$ cat src/rtl/tdc_multi_merge.sv
// tdc_multi_merge
// Multi-channel TDC merge stage. Each channel measures a pulse width in
// coarse iClk ticks, waits SETTLE cycles for the fine decoders and captures
// the start/stop fine codes. A round-robin arbiter moves completed stamps
// into a shared first-word-fall-through FIFO.
//
// Ports:
//   iClk, rst           clock, synchronous active-high reset
//   iEnable             arm idle channels for new measurements
//   iRise, iFall        per-channel 1-cycle edge strobes
//   iFineStart/Stop     packed decoded fine codes, channel c at [c*FINE_W +: FINE_W]
//   oData/oValid/iReady FIFO head {sat, ch, coarse, fineStart, fineStop}, valid/ready
//   oCount              FIFO occupancy
//   oOverflow           sticky: a rise has been dropped
//   oDropCount          dropped rises, saturating at 255
//   oBusy               some channel is not idle
//
// Channel states:
//   state     | meaning
//   ST_IDLE   | waiting for an enabled rise
//   ST_MEAS   | counting coarse ticks until fall
//   ST_SETTLE | waiting for fine decoders to settle
//   ST_PEND   | stamp complete, requesting the arbiter
module tdc_multi_merge #(
    parameter  int NUM_CH     = 4,
    parameter  int FINE_W     = 7,
    parameter  int COARSE_W   = 10,
    parameter  int SETTLE     = 1,
    parameter  int FIFO_DEPTH = 16,
    localparam int CH_W       = (NUM_CH > 1) ? $clog2(NUM_CH) : 1,
    localparam int OUT_W      = 1 + CH_W + COARSE_W + 2*FINE_W,
    localparam int CNT_W      = $clog2(FIFO_DEPTH) + 1
) (
    input  logic                     iClk,
    input  logic                     rst,
    input  logic                     iEnable,
    input  logic [NUM_CH-1:0]        iRise,
    input  logic [NUM_CH-1:0]        iFall,
    input  logic [NUM_CH*FINE_W-1:0] iFineStart,
    input  logic [NUM_CH*FINE_W-1:0] iFineStop,
    output logic [OUT_W-1:0]         oData,
    output logic                     oValid,
    input  logic                     iReady,
    output logic [CNT_W-1:0]         oCount,
    output logic                     oOverflow,
    output logic [7:0]               oDropCount,
    output logic                     oBusy
);
    localparam int PTR_W = $clog2(FIFO_DEPTH);
    localparam int SET_W = $clog2(SETTLE + 1);

    typedef enum logic [1:0] {ST_IDLE, ST_MEAS, ST_SETTLE, ST_PEND} chState_t;

    chState_t            state        [NUM_CH];
    chState_t            stateNxt     [NUM_CH];
    logic [COARSE_W-1:0] measCnt      [NUM_CH];
    logic [COARSE_W-1:0] measCntNxt   [NUM_CH];
    logic [COARSE_W-1:0] coarse       [NUM_CH];
    logic [COARSE_W-1:0] coarseNxt    [NUM_CH];
    logic                sat          [NUM_CH];
    logic                satNxt       [NUM_CH];
    logic [SET_W-1:0]    settleCnt    [NUM_CH];
    logic [SET_W-1:0]    settleCntNxt [NUM_CH];
    logic [FINE_W-1:0]   fineStart    [NUM_CH];
    logic [FINE_W-1:0]   fineStartNxt [NUM_CH];
    logic [FINE_W-1:0]   fineStop     [NUM_CH];
    logic [FINE_W-1:0]   fineStopNxt  [NUM_CH];

    logic [NUM_CH-1:0]   drop;
    logic [NUM_CH-1:0]   pendReq;
    logic [NUM_CH-1:0]   grantVec;
    logic                grantValid;
    logic [CH_W-1:0]     grantCh;
    logic [CH_W-1:0]     rrPtr;

    logic [OUT_W-1:0]    mem [FIFO_DEPTH];
    logic [PTR_W-1:0]    wrPtr, rdPtr;
    logic                fifoFull, push, pop;
    logic [8:0]          dropSum, dropTotal;

    // Channel index 'off' positions after 'base', wrapping at NUM_CH.
    function automatic logic [CH_W-1:0] rrIdx(input logic [CH_W-1:0] base, input int off);
        int sum;
        sum = int'(base) + off;
        if (sum >= NUM_CH) sum -= NUM_CH;
        return CH_W'(sum);
    endfunction

    always_ff @(posedge iClk) begin
        for (int c = 0; c < NUM_CH; c++) begin
            if (rst) begin
                state[c]     <= ST_IDLE;
                measCnt[c]   <= '0;
                coarse[c]    <= '0;
                sat[c]       <= 1'b0;
                settleCnt[c] <= '0;
                fineStart[c] <= '0;
                fineStop[c]  <= '0;
            end else begin
                state[c]     <= stateNxt[c];
                measCnt[c]   <= measCntNxt[c];
                coarse[c]    <= coarseNxt[c];
                sat[c]       <= satNxt[c];
                settleCnt[c] <= settleCntNxt[c];
                fineStart[c] <= fineStartNxt[c];
                fineStop[c]  <= fineStopNxt[c];
            end
        end
    end

    always_comb begin
        for (int c = 0; c < NUM_CH; c++) begin
            stateNxt[c]     = state[c];
            measCntNxt[c]   = measCnt[c];
            coarseNxt[c]    = coarse[c];
            satNxt[c]       = sat[c];
            settleCntNxt[c] = settleCnt[c];
            fineStartNxt[c] = fineStart[c];
            fineStopNxt[c]  = fineStop[c];
            drop[c]         = 1'b0;
            case (state[c])
                ST_IDLE: begin
                    if (iRise[c] && iEnable) begin
                        measCntNxt[c] = '0;
                        if (iFall[c]) begin
                            coarseNxt[c]    = '0;
                            satNxt[c]       = 1'b0;
                            settleCntNxt[c] = SET_W'(SETTLE);
                            stateNxt[c]     = ST_SETTLE;
                        end else begin
                            stateNxt[c] = ST_MEAS;
                        end
                    end
                end
                ST_MEAS: begin
                    drop[c] = iRise[c];
                    // measCnt lags the true width by one; all-ones means the
                    // width is already beyond the coarse range.
                    if (iFall[c]) begin
                        if (measCnt[c] == '1) begin
                            coarseNxt[c] = '1;
                            satNxt[c]    = 1'b1;
                        end else begin
                            coarseNxt[c] = measCnt[c] + COARSE_W'(1);
                            satNxt[c]    = 1'b0;
                        end
                        settleCntNxt[c] = SET_W'(SETTLE);
                        stateNxt[c]     = ST_SETTLE;
                    end else if (measCnt[c] != '1) begin
                        measCntNxt[c] = measCnt[c] + COARSE_W'(1);
                    end
                end
                ST_SETTLE: begin
                    drop[c] = iRise[c];
                    if (settleCnt[c] == SET_W'(1)) begin
                        fineStartNxt[c] = iFineStart[c*FINE_W +: FINE_W];
                        fineStopNxt[c]  = iFineStop[c*FINE_W +: FINE_W];
                        stateNxt[c]     = ST_PEND;
                    end else begin
                        settleCntNxt[c] = settleCnt[c] - SET_W'(1);
                    end
                end
                ST_PEND: begin
                    drop[c] = iRise[c];
                    if (grantVec[c]) stateNxt[c] = ST_IDLE;
                end
                default: stateNxt[c] = ST_IDLE;
            endcase
        end
    end

    always_comb begin
        oBusy = 1'b0;
        for (int c = 0; c < NUM_CH; c++) begin
            pendReq[c] = (state[c] == ST_PEND);
            oBusy      = oBusy | (state[c] != ST_IDLE);
        end
    end

    always_comb begin
        grantValid = 1'b0;
        grantCh    = '0;
        grantVec   = '0;
        if (!fifoFull) begin
            for (int i = 0; i < NUM_CH; i++) begin
                if (!grantValid && pendReq[rrIdx(rrPtr, i)]) begin
                    grantValid = 1'b1;
                    grantCh    = rrIdx(rrPtr, i);
                end
            end
        end
        if (grantValid) grantVec[grantCh] = 1'b1;
    end

    always_ff @(posedge iClk) begin
        if (rst)             rrPtr <= '0;
        else if (grantValid) rrPtr <= rrIdx(grantCh, 1);
    end

    assign fifoFull = (oCount == CNT_W'(FIFO_DEPTH));
    assign oValid   = (oCount != '0);
    assign push     = grantValid;
    assign pop      = oValid && iReady;
    assign oData    = oValid ? mem[rdPtr] : '0;

    always_ff @(posedge iClk) begin
        if (push) mem[wrPtr] <= {sat[grantCh], grantCh, coarse[grantCh],
                                 fineStart[grantCh], fineStop[grantCh]};
    end

    always_ff @(posedge iClk) begin
        if (rst) begin
            wrPtr  <= '0;
            rdPtr  <= '0;
            oCount <= '0;
        end else begin
            if (push) wrPtr <= wrPtr + PTR_W'(1);
            if (pop)  rdPtr <= rdPtr + PTR_W'(1);
            case ({push, pop})
                2'b10:   oCount <= oCount + CNT_W'(1);
                2'b01:   oCount <= oCount - CNT_W'(1);
                default: oCount <= oCount;
            endcase
        end
    end

    always_comb begin
        dropSum = '0;
        for (int c = 0; c < NUM_CH; c++) dropSum = dropSum + 9'(drop[c]);
        dropTotal = {1'b0, oDropCount} + dropSum;
    end

    always_ff @(posedge iClk) begin
        if (rst) begin
            oOverflow  <= 1'b0;
            oDropCount <= '0;
        end else begin
            if (|drop) oOverflow <= 1'b1;
            oDropCount <= (dropTotal > 9'd255) ? 8'hFF : dropTotal[7:0];
        end
    end
endmodule

$ cat config.mk
export PLATFORM = sky130hd
export DESIGN_NAME = tdc_multi_merge
export DESIGN_NICKNAME = d
export VERILOG_FILES = /design/src/rtl/tdc_multi_merge.sv
export SDC_FILE = /design/constraint.sdc
export NUM_CORES = 1
export LEC_CHECK = 0
export CORE_MARGIN = 3
export CORE_UTILIZATION = 35
export DETAILED_ROUTE_END_ITERATION = 12
export PLACE_DENSITY = 0.54
export SETUP_SLACK_MARGIN = 0.4
export SYNTH_ARGS = -nofsm -noshare
export SYNTH_HDL_FRONTEND = slang
export SYNTH_SLANG_ARGS = --single-unit
$ cat constraint.sdc
create_clock -name iClk -period 3.2 [get_ports iClk]
set_input_delay 0.48 -clock iClk [delete_from_list [all_inputs] [get_ports iClk]]
set_output_delay 0.48 -clock iClk [all_outputs]
set_load 0.01 [all_outputs]
==> reports/metrics.csv <==
metric;value;unit
first-pass GRT wire length;97.6;mm
Setup Crit Path Kind;reg2out;
total negative slack;0;ns
Mean Syn Cell Area;15.5;um2
non-filler cells, final;2908;
RSZ-0062 raised after global routing;yes;
total wire length;65.1;mm
wl on met1;28.7;mm
RePlAce Congestion;0.811;
TritonRoute pass-1 iters;5;
initial antenna violation count;1;
vias;15375;
die width;277;um
Sw Share;30.5;%
post-route minimum period;2.93;ns
DR WL met3;3.70;mm
Seq cells post-synth;612;
Crit Path Max Fanout;4;
Post-Place Cells;2722;
Worst EP required;2.72;ns
Clk pin slew, worst setup/hold paths;0.06;ns
Worst-Margin Slew;1.07;ns
layout cells sized above 1;24.0;%
dpl ws;0.0649;ns
Mapped Nets;1771;
vias per cell;5.29;
Design Area, Final;0.0319;mm2
maximum capacitance violations;0;
Final Cycle Share;91.6;%
Clk Tree Root Cell;clkbuf_16;
core box area;0.0722;mm2
htree depth;3;
synth unique cells;69;
Final Hold Fails;0;
largest net degree at the start of global routing;68;
yosys warns;0;
drt wl/cell;22.4;um
Final Worst Setup Slack;0.269;ns
Met2 Wirelength;31.4;mm
Fillers;6249;
Post-Synthesis Cells;1665;
Post-synth EDFFs;532;
die area;0.0769;mm2
top_reg_cell synth;edfxtp_1;
sequential share of the synthesized area;68.3;%
Pleak;10.6;nW
initial drt markers;1161;
nets;2008;
clock power share;30.1;%
Worst Path Arrival;2.45;ns
Starting Density;35.7;%
synthesis-to-layout area growth;24.0;%
status;finished clean;
internal power;17.4;mW
class of the worst hold path;in2reg;
CP startpoint kind;flop;
Final Max Tran Viols;0;
Final HPWL DP;39.1;mm
Slew headroom;28.4;%
clock sinks;612;
Setup Viol. Count Final;0;
Placement Rows;98;
P_sw;7.61;mW
clk_lat worst skew;0.60;ns
CTS tree;yes;
CP Capture Type;output port;
hold-fix buffers at CTS;0;
Pwr per Cell Area;782;mW/mm2
ys async rst share;0;%
placed instance area;0.0287;mm2
clock buffer depth;3;
grt total ovfl;0;
Die Ht;277;um
Seq pwr share;41.1;%
Max VDD drop;0.486;mV
# IOs;111;
overall routing resource usage;16.7;%
fmax;341;MHz
DR top layer;met4;
CTS Buf Count;68;
Final ANT Viol Nets;0;
Cell Area, Synth;0.0258;mm2
Logic pwr share;28.8;%
Clock Skew;0.0169;ns
Port Buffers;110;
vias in the first global route;15574;
DRC viols;0;
-- layer usage --
layer,track usage [%],vias up
met2,27.3,417
met5,0,-
met3,2.99,91
met1,23.1,7888
li1,-,6979
met4,4.57,0
-- path summary, 6_finish.rpt --
check	from	endpoint	slack [ns]	depth (start not counted)
worst min-delay path	rst	state[2][0]	0.28	2
worst max register to register	state[1][0]	oCount[4]	0.37	12
worst max-delay path	flop	oData[21]	0.27	7
worst min register to register	measCnt[2][1]	measCnt[2][1]	0.49	2
-- logic make-up after synthesis --
| kind of cell | synth area share (%) |
|---|---|
| XOR/XNOR | 1.12 |
| AND/OR/NAND/NOR | 8.21 |
| buffers and inverters | 2.16 |
| adder cells (fa/ha/maj) | 1.96 |
| multiplexers | 12.1 |
| flip-flops | 68.3 |
| AO/OA/AOI/OAI | 6.23 |
-- worst max-delay path: stages, from the launching register on --
cell and delay, ns:
dfxtp_4 0.38, buf_4 0.16, bufbuf_16 0.27, buf_12 0.10, mux4_2 0.48, mux2i_1 0.14
o22ai_1 0.09, clkdlybuf4s15_2 0.24
-- cell usage after synthesis, drive strengths merged, types with 13 or more instances --
cell / count / area [um2]
a211oi: 14 / 105
a21oi: 96 / 480
a32oi: 25 / 219
and2: 75 / 469
and3: 14 / 97.6
buf: 42 / 213
clkbuf: 49 / 185
dfxtp: 80 / 1600
edfxtp: 532 / 16000
ha: 34 / 425
inv: 42 / 158
mux2i: 64 / 641
mux4: 108 / 2430
nand2: 140 / 528
nand2b: 13 / 81.3
nand3: 33 / 165
nor2: 69 / 259
nor3: 18 / 90.1
o21ai: 42 / 214
o22ai: 30 / 188
xor2: 21 / 184
-- sequential cells by signal (all words and copies together) (netlist names), named ones only --
name,count
measCnt,40
coarse,40
oCount,5
oDropCount,8
fineStart,28
state,8
settleCnt,4
fineStop,28
rrPtr,2
wrPtr,4
rdPtr,4
sat,4
mem,432
oOverflow,1
-- area by class of cell --
type / instances / area (um2) / share of cell area [%]
Antenna cell: 1 / 2.50 / 0.00783
Multi-Input combinational cell: 920 / 7920 / 24.8
Timing Repair Buffer: 258 / 2890 / 9.05
Inverter: 42 / 163 / 0.509
Clock buffer: 97 / 1900 / 5.96
Clock inverter: 28 / 262 / 0.819
Tap cell: 950 / 1190 / 3.72
Sequential cell: 612 / 17600 / 55.1
-- placed cells by master (no fill, tap or decap), drive strengths merged, types with 18 or more instances in the layout --
master	n
nor3	18
nand2	140
nand3	33
ha	34
clkbuf	100
mux2i	64
inv	47
xor2	21
clkdlybuf4s50	82
a32oi	25
dfxtp	80
a21oi	96
clkinv	20
o22ai	30
mux4	108
buf	165
o21ai	42
nor2	69
edfxtp	532
and2	75
-- power by group through the flow --
stage          Sequential, mW  Clock (mW)  Combinational [mW]
6_report                 10.3        7.52                7.20
2_1_floorplan            10.4           0                3.64
3_3_place_gp             10.4           0                6.44
3_5_place_dp             10.4           0                6.56
4_1_cts                  10.3        7.70                7.10
5_1_grt                  10.3        8.05                7.85
-- stage by stage --
| stage | total power, mW | utilization (%) | hold WS, ns |
|---|---|---|---|
| 2_1_floorplan | 14.0 | - | 0.437 |
| 3_3_place_gp | 16.9 | 39.7 | 0.450 |
| 3_5_place_dp | 17.0 | 39.7 | 0.474 |
| 4_1_cts | 25.1 | 44.0 | 0.248 |
| 5_1_grt | 26.2 | 44.2 | 0.295 |
| 6_report | 25.0 | 44.2 | 0.280 |
-- timing repair --
| item | CTS | global route |
|---|---|---|
| gates cloned | 12 | 1 |
| pin swaps | 24 | 13 |
| setup buffers | 39 | 8 |
| endpoints found under the setup margin | 42 | 188 |
| resized for setup | 156 | 33 |
No activity file was read; power rests on OpenSTA's default activity.
